`config.mk`:
```
export PLATFORM = sky130hd
export DESIGN_NAME = door_debouncer_flat
export DESIGN_NICKNAME = d
export VERILOG_FILES = /design/src/rtl/door_debouncer_if.sv /design/src/rtl/door_debouncer.sv /design/src/flat_wrapper.sv
export SDC_FILE = /design/constraint.sdc
export NUM_CORES = 1
export LEC_CHECK = 0
export CAP_MARGIN = 5
export CORE_AREA = 2 2 39 41
export DETAILED_ROUTE_END_ITERATION = 8
export DIE_AREA = 0 0 41 43
export HOLD_SLACK_MARGIN = 0.03
export PLACE_DENSITY = 0.75
export SLEW_MARGIN = 20
export SYNTH_ARGS = -nofsm -noshare
export SYNTH_HDL_FRONTEND = slang
export SYNTH_SLANG_ARGS = --single-unit
```
`constraint.sdc`:
```
create_clock -name clock -period 1.5 [get_ports clock]
set_clock_uncertainty 0.15 [all_clocks]
set_input_delay 0.3 -clock clock [delete_from_list [all_inputs] [get_ports clock]]
set_output_delay 0.3 -clock clock [all_outputs]
set_load 0.005 [all_outputs]
```
`src/rtl/door_debouncer_if.sv`:
```
// Door contact bundle: raw switch in, debounced level, edge pulses and opening count out.
interface door_debouncer_if;
  logic       door_sw;
  logic       door_open;
  logic       opened_pulse;
  logic       closed_pulse;
  logic [7:0] open_count;

  modport master (
    output door_sw,
    input  door_open,
    input  opened_pulse,
    input  closed_pulse,
    input  open_count
  );

  modport slave (
    input  door_sw,
    output door_open,
    output opened_pulse,
    output closed_pulse,
    output open_count
  );
endinterface

```
`src/rtl/door_debouncer.sv`:
```
// Door contact synchroniser + per-transition debounce FSM with open/close pulses.
// DOOR_EVENT_CNT_EN adds a saturating count of debounced openings on open_count.
module door_debouncer #(
  parameter int SYNC_STAGES     = 2,
  parameter int DEBOUNCE_CYCLES = 8
) (
  input  logic clock,
  input  logic reset,
  door_debouncer_if.slave dif
);
  localparam int CNT_W = $clog2(DEBOUNCE_CYCLES) + 1;
  localparam logic [CNT_W-1:0] CNT_LAST = CNT_W'(DEBOUNCE_CYCLES - 1);
  localparam logic [CNT_W-1:0] CNT_ONE  = CNT_W'(1);

  typedef enum logic [1:0] {
    CLOSED,
    OPEN_PEND,
    OPEN,
    CLOSE_PEND
  } state_e;

  logic [SYNC_STAGES-1:0] sync_q, sync_d;
  logic                   s;
  state_e                 state_q;
  logic [CNT_W-1:0]       cnt_q;
  logic                   open_q;
  logic                   opened_q;
  logic                   closed_q;

  assign sync_d = {sync_q[SYNC_STAGES-2:0], dif.door_sw};
  assign s      = sync_q[SYNC_STAGES-1];

  always_ff @(posedge clock or negedge reset) begin
    if (!reset) begin
      sync_q <= '0;
    end else begin
      sync_q <= sync_d;
    end
  end

  // Pulses default low every cycle so each lasts exactly one clock.
  always_ff @(posedge clock or negedge reset) begin
    if (!reset) begin
      state_q  <= CLOSED;
      cnt_q    <= '0;
      open_q   <= 1'b0;
      opened_q <= 1'b0;
      closed_q <= 1'b0;
    end else begin
      opened_q <= 1'b0;
      closed_q <= 1'b0;
      unique case (state_q)
        CLOSED: begin
          if (s) begin
            state_q <= OPEN_PEND;
            cnt_q   <= CNT_ONE;
          end
        end
        OPEN_PEND: begin
          if (!s) begin
            state_q <= CLOSED;
            cnt_q   <= '0;
          end else if (cnt_q == CNT_LAST) begin
            state_q  <= OPEN;
            open_q   <= 1'b1;
            opened_q <= 1'b1;
            cnt_q    <= '0;
          end else begin
            cnt_q <= cnt_q + CNT_ONE;
          end
        end
        OPEN: begin
          if (!s) begin
            state_q <= CLOSE_PEND;
            cnt_q   <= CNT_ONE;
          end
        end
        CLOSE_PEND: begin
          if (s) begin
            state_q <= OPEN;
            cnt_q   <= '0;
          end else if (cnt_q == CNT_LAST) begin
            state_q  <= CLOSED;
            open_q   <= 1'b0;
            closed_q <= 1'b1;
            cnt_q    <= '0;
          end else begin
            cnt_q <= cnt_q + CNT_ONE;
          end
        end
        default: begin
          state_q <= CLOSED;
          cnt_q   <= '0;
        end
      endcase
    end
  end

  assign dif.door_open    = open_q;
  assign dif.opened_pulse = opened_q;
  assign dif.closed_pulse = closed_q;

`ifdef DOOR_EVENT_CNT_EN
  logic [7:0] evt_q, evt_d;

  always_comb begin
    evt_d = evt_q;
    if (opened_q && (evt_q != 8'hFF)) begin
      evt_d = evt_q + 8'd1;
    end
  end

  always_ff @(posedge clock or negedge reset) begin
    if (!reset) begin
      evt_q <= 8'h00;
    end else begin
      evt_q <= evt_d;
    end
  end

  assign dif.open_count = evt_q;
`else
  assign dif.open_count = 8'h00;
`endif
endmodule

```
`src/flat_wrapper.sv`:
```
// flat-port wrapper written by rule: the top's interface ports become plain ports
module door_debouncer_flat 
#(
  parameter int SYNC_STAGES     = 2,
  parameter int DEBOUNCE_CYCLES = 8
)
  (clock, reset, dif_door_sw, dif_door_open, dif_opened_pulse, dif_closed_pulse, dif_open_count);
  door_debouncer_if dif_i ();
  input  logic clock;
  input  logic reset;
  input wire logic [$bits(dif_i.door_sw)-1:0] dif_door_sw;
  output wire logic [$bits(dif_i.door_open)-1:0] dif_door_open;
  output wire logic [$bits(dif_i.opened_pulse)-1:0] dif_opened_pulse;
  output wire logic [$bits(dif_i.closed_pulse)-1:0] dif_closed_pulse;
  output wire logic [$bits(dif_i.open_count)-1:0] dif_open_count;
  assign dif_i.door_sw = dif_door_sw;
  assign dif_door_open = dif_i.door_open;
  assign dif_opened_pulse = dif_i.opened_pulse;
  assign dif_closed_pulse = dif_i.closed_pulse;
  assign dif_open_count = dif_i.open_count;
  door_debouncer #(.SYNC_STAGES(SYNC_STAGES), .DEBOUNCE_CYCLES(DEBOUNCE_CYCLES)) u_core (.clock(clock), .reset(reset), .dif(dif_i));
endmodule
```
Yosys cells after proc, flatten, opt, wreduce, memory -nomap -nowiden
Index checks and enable logic that the tools add are counted.
{"block": "classes", "add_sub_neg": 1, "mul": 0, "div_mod_pow": 0, "order_cmp": 0, "n_eq_ne": 12, "shifts": 0, "mux": 23, "bitwise_logic": 0, "n_reduce_logical": 5}
{"operator": "$mux 4", "count": 5}
{"operator": "$pmux 4 s4", "count": 1}
{"operator": "$mux 2", "count": 6}
{"operator": "$mux 1", "count": 9}
{"operator": "$ne 2x1->1 const B", "count": 4}
{"operator": "$pmux 2 s4", "count": 1}
{"operator": "$reduce_and 5->1", "count": 1}
{"operator": "$add 4x1->4 const B", "count": 1}
{"operator": "$eq 2x2->1 const B", "count": 2}
{"operator": "$eq 4x3->1 const B", "count": 1}
{"operator": "$ne 2x2->1 const B", "count": 2}
{"operator": "$reduce_and 4->1", "count": 1}
{"operator": "$ne 3x1->1 const B", "count": 1}
{"operator": "$ne 3x3->1 const B", "count": 1}
{"operator": "$eq 2x1->1 const B", "count": 1}
{"operator": "$logic_not 2->1", "count": 1}
{"operator": "$pmux 1 s2", "count": 1}
{"operator": "$reduce_and 2->1", "count": 1}
{"operator": "$reduce_bool 2->1", "count": 1}
{"block": "totals", "ff_bits": 11, "latch_bits": 0, "ram_bits": 0, "mem_bits_ro": 0, "elab_cells": 47, "memories": 0}

Logic depth before layout (Yosys ltp)
Gate-level depths: netlist (run 1).
{"block": "depth", "word_depth": 4, "ltp_mapped": 4}

Worst setup path after synthesis (run 1)
OpenSTA, ideal clock, no wires.
{"block": "synth_timing", "path_type": "reg-to-reg", "start": "register u_core.cnt_q[0]", "end": "register u_core.open_q (netlist: u_core.dif.door_open)", "setup_ns": 0.129, "arrival_time_ns": 0.986, "required_ns": 1.221, "slack_ns": 0.235, "path_stages_with_launch": 5, "period_less_slack_ns": 1.265, "path_cell_list": "dfrtp_1 > ha_1 > and4b_1 > a21oi_1 > a21oi_1"}
{"block": "synth_between", "elab_chain_len": 3}
{"item": "start: declaration", "line_no": "door_debouncer.sv:25", "source": "logic [CNT_W-1:0] cnt_q;"}
{"item": "start signal: assignment", "line_no": "door_debouncer.sv:69", "source": "cnt_q <= cnt_q + CNT_ONE;"}
{"item": "start signal: assignment", "line_no": "door_debouncer.sv:88", "source": "cnt_q <= cnt_q + CNT_ONE;"}
{"item": "$eq 4x3->1 (*)", "line_no": "door_debouncer.sv:63, door_debouncer.sv:82"}
{"item": "$ne 2x1->1 (no source line)"}
{"item": "$reduce_and 5->1 (no source line) (*)"}
{"item": "end signal: assignment", "line_no": "door_debouncer.sv:46", "source": "open_q <= 1'b0;"}
{"item": "end signal: assignment", "line_no": "door_debouncer.sv:65", "source": "open_q <= 1'b1;"}
{"item": "end signal: assignment", "line_no": "door_debouncer.sv:84", "source": "open_q <= 1'b0;"}
{"item": "end: declaration", "line_no": "door_debouncer.sv:26", "source": "logic open_q;"}
Mark *: on every way between the ends. The rest lies on a longest branch, timed or not.
A chain may end at the register's enable or synchronous reset.

==> results.txt, run 1 <==
----------------------------------------------------
[Status]
  Outcome ... finished, final reports clean

[STA]
  Total negative slack for setup checks ... 0 ns
  Top achievable clock speed ... between 0.7 and 0.8 GHz
  Total setup violations reported at the end of the flow ... 0
  RSZ-0062 raised after global routing ... no
  Final clock period utilization by the worst path ... between 90% and 100%
  Total count of hold-check failures in the final report ... 0
  Min Clock Period, post-route ... around 1.4 ns
  Total count of max-transition violations in the final report ... 0

[Synth]
  Flip-flop and latch count after synthesis ... 11
  Warning count from the yosys run ... 0
  Post-synthesis cell area ... 527 um^2
  Count of cell types in the netlist ... 20
  Cell count after synthesis ... 49
  Cells taking the most area after synthesis ... sky130_fd_sc_hd__dfrtp_1 (52%), sky130_fd_sc_hd__buf_4 (11%), sky130_fd_sc_hd__nand4b_1 (5.0%)
  Avg Synthesized Cell Area ... roughly 11 um^2
  Sequential cell area fraction in the yosys report ... 52.3%
  Post-synth top area share ... 52.3%
  Post-synthesis cell type with the largest combined area ... sky130_fd_sc_hd__dfrtp_1

[Global routing]
  Number of antenna violations at the first check in global routing ... 0
  GR Util All Layers ... about a tenth
  Met1 Usage GRT ... a little over an eighth
  Number of global-route vias before repair ... approximately 290
  GR Layer Usage met3 ... around 4.7%
  Wire length of the first global-routing pass ... ~1200 um
  Sum of overflow across all layers after global routing ... 0
  Global routing usage on met2 ... a little over an eighth
  Layer with the highest usage ... met1
  Maximum number of pins on one net before global-route repair ... 12

[Clock network]
  Worst-skew pair later-pin latency ... approximately 0.26 ns
  CTS tree ... built
  Root cell of the clock tree ... sky130_fd_sc_hd__clkbuf_4
  Count of H-tree levels built during CTS ... 1
  Cts hold-fix bufs ... 0
  Clk sink count ... 11
  Clock slew at reported path FFs ... ~0.06 ns
  Number of clock buffers inserted by TritonCTS ... 3
  Worst-case clock buffer depth ... 2

[Power and ir drop]
  Power per cell area ... between 1000 and 1500 mW/mm^2
  Leak Pwr ... between 0.0002 and 0.0003 uW
  IR Drop Worst-Case VDD ... 651 uV

[Drt]
  Via-to-Cell Ratio ... a little under 5
  Total vias in the final route ... 356
  Count of antenna-violating nets left after detailed routing ... 0
  Initial DRT Pass Iterations ... 6
  DR DRC count ... 0
  Starting DRT DRC Count ... 10
  Overall routed net length ... around 730 um
  Routed wire per std cell ... about 9.8 um

[Placement]
  Detailed placer's ending HPWL ... just over 500 um
  Placed cells ... about 70
  Routability cong. ... 0.720
  Port-buffer cells ... 5

[Setup path]
  Worst endpoint required time ... approximately 1.5 ns
  Worst Reg-to-Reg Cells ... 3
  Startpoint-to-endpoint class of the critical path ... register to register
  Cell with the biggest individual delay on the critical path ... sky130_fd_sc_hd__dfrtp_1
  Slowest stage delay, CP ... between 0.4 and 0.5 ns
  Top fanout value on the critical path ... 10
  CP startpoint kind ... register
  Data arrival time of the worst path ... 1.36 ns
  Reg2Reg Setup Slack ... 0.14 ns
  End of the worst register-to-register path ... u_core.cnt_q[3]
  Sort of element at the end of the critical path ... register
  Capture point of the worst path ... u_core.cnt_q[3]
  Crit path cell chain ... xor2_2, nand4_1, o311ai_0

[Layout]
  Area growth from synthesis to final layout ... 13.1%
  Layout Cells excl Fill ... 74
  Number of antenna diodes ... 0
  Ratio of cells with drive above 1 in the final layout ... approximately an eighth
  Fin nets ... 63

[Die]
  Row Count ... 14
  Placeable core area ... 0.00138 mm^2
  Starting density of the core ... around two fifths
  Total I/O pin count ... 14
  Die height ... roughly 43 um
  Horiz. Die Dim ... just over 40 um
  Die area ... around 0.0018 mm^2

[Job]
  Max_cap viols ... 0

[Hold path]
  Hold/Removal Path Class ... primary input to async pin

----------------------------------------------------
-- flip-flops by register name, summed over array words and instances, names as in the netlist, named ones only --
signal                   count
u_core.cnt_q                 4
u_core.sync_q                2
u_core.dif.opened_pulse      1
u_core.state_q               1
u_core.dif.closed_pulse      1
u_core.dif.door_open         1
-- metrics by stage --
step	total power [uW]	instance area (um^2)	setup WS [ns]	hold slack [ns]	util, %
3_5_place_dp	592	566	0.119	0.191	40.9
6_report	787	596	0.137	0.172	43.0
3_3_place_gp	586	566	0.179	0.187	40.9
4_1_cts	795	596	0.115	0.176	43.0
2_1_floorplan	556	553	0.235	-0.146	-
5_1_grt	854	596	0.0398	0.192	43.0
-- per-layer routing --
layer | vias to the layer above | routed length (um)
li1 | 172 | -
met1 | 169 | 353
met2 | 13 | 316
met3 | 2 | 46
met4 | 0 | 10
met5 | - | 0
-- worst max-delay path: cells and delay by family, from the launching register on --
family           cells  cell delay (ns)
flip-flops           1             0.44
XOR/XNOR             1             0.39
AND/OR/NAND/NOR      1             0.14
AO/OA/AOI/OAI        1             0.12
-- cell usage after synthesis --
library cell / instances
sky130_fd_sc_hd__inv_1: 3
sky130_fd_sc_hd__xor2_2: 1
sky130_fd_sc_hd__o21ai_0: 1
sky130_fd_sc_hd__nor3b_1: 1
sky130_fd_sc_hd__dfrtp_1: 11
sky130_fd_sc_hd__ha_1: 1
sky130_fd_sc_hd__nor2_1: 3
sky130_fd_sc_hd__nand3_1: 1
sky130_fd_sc_hd__o311ai_0: 2
sky130_fd_sc_hd__and3_1: 1
sky130_fd_sc_hd__buf_4: 8
sky130_fd_sc_hd__and2_2: 1
sky130_fd_sc_hd__nand4b_1: 3
sky130_fd_sc_hd__nand2_1: 3
sky130_fd_sc_hd__o31ai_1: 1
sky130_fd_sc_hd__conb_1: 1
sky130_fd_sc_hd__a21oi_1: 3
sky130_fd_sc_hd__nand4_1: 2
sky130_fd_sc_hd__and4b_1: 1
sky130_fd_sc_hd__buf_2: 1
-- cells in the final DEF, fill, tap and decap left out, types with 2 or more instances in the layout --
cell / instances
sky130_fd_sc_hd__conb_1: 8
sky130_fd_sc_hd__o311ai_0: 2
sky130_fd_sc_hd__dlygate4sd2_1: 3
sky130_fd_sc_hd__a21oi_1: 3
sky130_fd_sc_hd__dfrtp_1: 11
sky130_fd_sc_hd__clkbuf_4: 3
sky130_fd_sc_hd__nor2_1: 3
sky130_fd_sc_hd__nand4b_1: 3
sky130_fd_sc_hd__buf_4: 2
sky130_fd_sc_hd__clkdlybuf4s50_1: 2
sky130_fd_sc_hd__nand2_1: 3
sky130_fd_sc_hd__inv_1: 3
sky130_fd_sc_hd__nand4_1: 2
-- timing repair --
item	in CTS	in global routing
setup buffers	1	0
gates resized for setup	3	0
hold endpoints to repair	0	0
endpoints found under the setup margin	3	0
-- report_power, final --
| part | switching (uW) | total, uW | internal [uW] |
|---|---|---|---|
| Clock | 93.5 | 196 | 103 |
| Sequential | 69.8 | 425 | 355 |
| Combinational | 85.6 | 166 | 80.9 |
-- layout make-up --
cell class | count | area [um^2]
multi-input combinational | 33 | 201
sequential | 11 | 275
fill | 139 | 788
inverter | 3 | 11.3
tap | 16 | 20.0
clock buffer | 4 | 26.3
timing repair buffer | 7 | 61.3
-- cell families after synthesis --
| logic type | share of synthesized area [%] |
|---|---|
| flip-flops | 52.3 |
| AND/OR/NAND/NOR | 18.5 |
| AO/OA/AOI/OAI | 8.55 |
| adder cells (fa/ha/maj) | 2.37 |
| XOR/XNOR | 3.09 |
| buffers and inverters | 14.5 |
| other | 0.712 |
-- worst min-delay path by stage --
stage,startpoint,endpoint,slack (ns),depth (start not counted)
finish,reset,u_core.cnt_q[1],0.17,2
global route,reset,u_core.cnt_q[1],0.19,2
CTS,reset,u_core.cnt_q[1],0.18,2
detailed placement,u_core.sync_q[0],u_core.sync_q[1],0.19,0
global placement,u_core.sync_q[0],u_core.sync_q[1],0.19,0
floorplan,reset,async pin,-0.15,0
No activity file was read; power rests on OpenSTA's default activity.
==> run 2, diff against run 1 <==
- CTS_CLUSTER_DIAMETER: unset -> 50
==> results of run 2 <==
Final layout, timing and power as in run 1 (identical DEF).
==> run 3, diff against run 2 <==
- CORE_AREA: 2 2 39 41 -> 3 3 40 42
- DIE_AREA: 0 0 41 43 -> 0 0 43 45
==> results.txt, run 3 (synthesis gave the netlist of run 1 again) <==
----------------------------------------------------
[Status]
  Outcome ... finished, final reports clean

[STA]
  Top achievable clock speed ... between 0.7 and 0.8 GHz
  Total count of hold-check failures in the final report ... 0
  Total setup violations reported at the end of the flow ... 0
  Total negative slack for setup checks ... 0 ns
  Min Clock Period, post-route ... between 1 and 1.5 ns
  Final clock period utilization by the worst path ... between 90% and 100%
  Total count of max-transition violations in the final report ... 0
  Worst-case setup margin in the final layout ... around 0.13 ns
  RSZ-0062 raised after global routing ... no

[Clock network]
  Clk sink count ... 11
  Number of clock buffers inserted by TritonCTS ... 3
  Count of H-tree levels built during CTS ... 1
  Worst-skew pair later-pin latency ... 0.26 ns
  Worst-case clock buffer depth ... 2
  Root cell of the clock tree ... sky130_fd_sc_hd__clkbuf_4
  Clock slew at reported path FFs ... approximately 0.070 ns
  CTS tree ... built

[Die]
  Row Count ... 13
  Placeable core area ... roughly 0.0013 mm^2
  Total I/O pin count ... 14
  Horiz. Die Dim ... between 40 and 50 um
  Die height ... around 45 um
  Die area ... 0.00194 mm^2
  Starting density of the core ... between 40% and 50%

[Global routing]
  GR Util All Layers ... 8.90%
  Maximum number of pins on one net before global-route repair ... 12
  Number of global-route vias before repair ... ~280
  Wire length of the first global-routing pass ... around 1200 um
  Number of antenna violations at the first check in global routing ... 0
  Global routing usage on met2 ... 12.9%
  GR Layer Usage met3 ... under 10%
  Met1 Usage GRT ... between 10% and 20%
  Layer with the highest usage ... met2
  Sum of overflow across all layers after global routing ... 0

[Setup path]
  Startpoint-to-endpoint class of the critical path ... register to register
  Data arrival time of the worst path ... about 1.4 ns
  Worst Reg-to-Reg Cells ... 4
  CP startpoint kind ... register
  Top fanout value on the critical path ... 5
  End of the worst register-to-register path ... u_core.dif.door_open
  Capture point of the worst path ... u_core.dif.door_open
  Sort of element at the end of the critical path ... register
  Source of the worst register-to-register timing path ... u_core.cnt_q[0]
  Reg2Reg Setup Slack ... roughly 0.13 ns
  Start point of the critical path ... u_core.cnt_q[0]
  Worst endpoint required time ... about 1.5 ns

[Layout]
  Largest registers ... u_core.cnt_q: 4 flops, u_core.sync_q: 2 flops
  Flip-flop count of the largest register after layout ... 4
  Most common library cell in the layout ignoring fill and taps ... sky130_fd_sc_hd__dfrtp_1
  Largest reg by FF count ... u_core.cnt_q
  Ratio of cells with drive above 1 in the final layout ... 12.1%
  Area growth from synthesis to final layout ... 12.8%
  Number of antenna diodes ... 0
  Most used cells in the layout excluding fill and tap cells ... sky130_fd_sc_hd__dfrtp_1 (11), sky130_fd_sc_hd__conb_1 (8)
  Fin nets ... 63

[Drt]
  Overall routed net length ... between 700 and 800 um
  Initial DRT Pass Iterations ... 4
  Via-to-Cell Ratio ... ~4.8
  Routed wire per std cell ... 10.2 um
  Starting DRT DRC Count ... 8
  Count of antenna-violating nets left after detailed routing ... 0
  Total vias in the final route ... between 300 and 400
  DR DRC count ... 0

[Hold path]
  Hold/Removal Path Class ... primary input to async pin

[Power and ir drop]
  IR Drop Worst-Case VDD ... around 760 uV
  Leak Pwr ... roughly 0.00029 uW
  Power per cell area ... roughly 1300 mW/mm^2

[Placement]
  Port-buffer cells ... 5
  Placement-stage worst setup slack ... ~0.17 ns
  Detailed placer's ending HPWL ... roughly 520 um
  Routability cong. ... 0.718

[Job]
  Max_cap viols ... 0

----------------------------------------------------
## run 3: routing by layer
metal  vias up  part of all wire, %
li1        171                    -
met1       165                   43
met2        14                   47
met3         2                  7.5
met4         0                  2.3
met5         -                    0
## run 3: metrics by stage
step	total power [uW]	util (%)	hold WS, ns	instance area, um^2	cells
floorplan	556	-	-0.146	553	56
global placement	584	43.9	0.184	564	68
detailed placement	594	43.9	0.190	564	68
CTS	801	46.3	0.167	594	73
global route	850	46.3	0.192	594	73
finish	794	46.3	0.167	594	73
## run 3: worst max-delay path, cell delays in order (launching register included)
cell,delay (ns)
sky130_fd_sc_hd__dfrtp_1,0.38
sky130_fd_sc_hd__ha_1,0.23
sky130_fd_sc_hd__nand4b_1,0.20
sky130_fd_sc_hd__o21ai_0,0.21
sky130_fd_sc_hd__a21oi_1,0.09
## run 3: power by group
| part | total (uW) | internal (uW) | switching, uW |
|---|---|---|---|
| Clock | 195 | 103 | 92.7 |
| Sequential | 426 | 355 | 70.8 |
| Combinational | 173 | 83.0 | 89.7 |
## run 3: worst min-delay path by stage
| stage | start | end | cells past startpoint |
|---|---|---|---|
| floorplan | reset | async pin | 0 |
| global placement | u_core.sync_q[0] | u_core.sync_q[1] | 0 |
| detailed placement | u_core.sync_q[0] | u_core.sync_q[1] | 0 |
| CTS | reset | u_core.state_q[0] | 2 |
| global route | reset | u_core.cnt_q[0] | 2 |
| finish | reset | u_core.state_q[0] | 2 |
## run 3: layout make-up
type	instances	area [um^2]
Inverter	3	11.3
Multi-Input combinational cell	33	201
Clock buffer	4	26.3
Tap cell	15	18.8
Fill cell	111	691
Sequential cell	11	275
Timing Repair Buffer	7	61.3
## run 3: timing repair
item | CTS | global route
endpoints found under the hold margin | 0 | 0
setup buffers | 1 | 0
resized for setup | 3 | 0
endpoints found under the setup margin | 3 | 0
hold buffers | 0 | 0
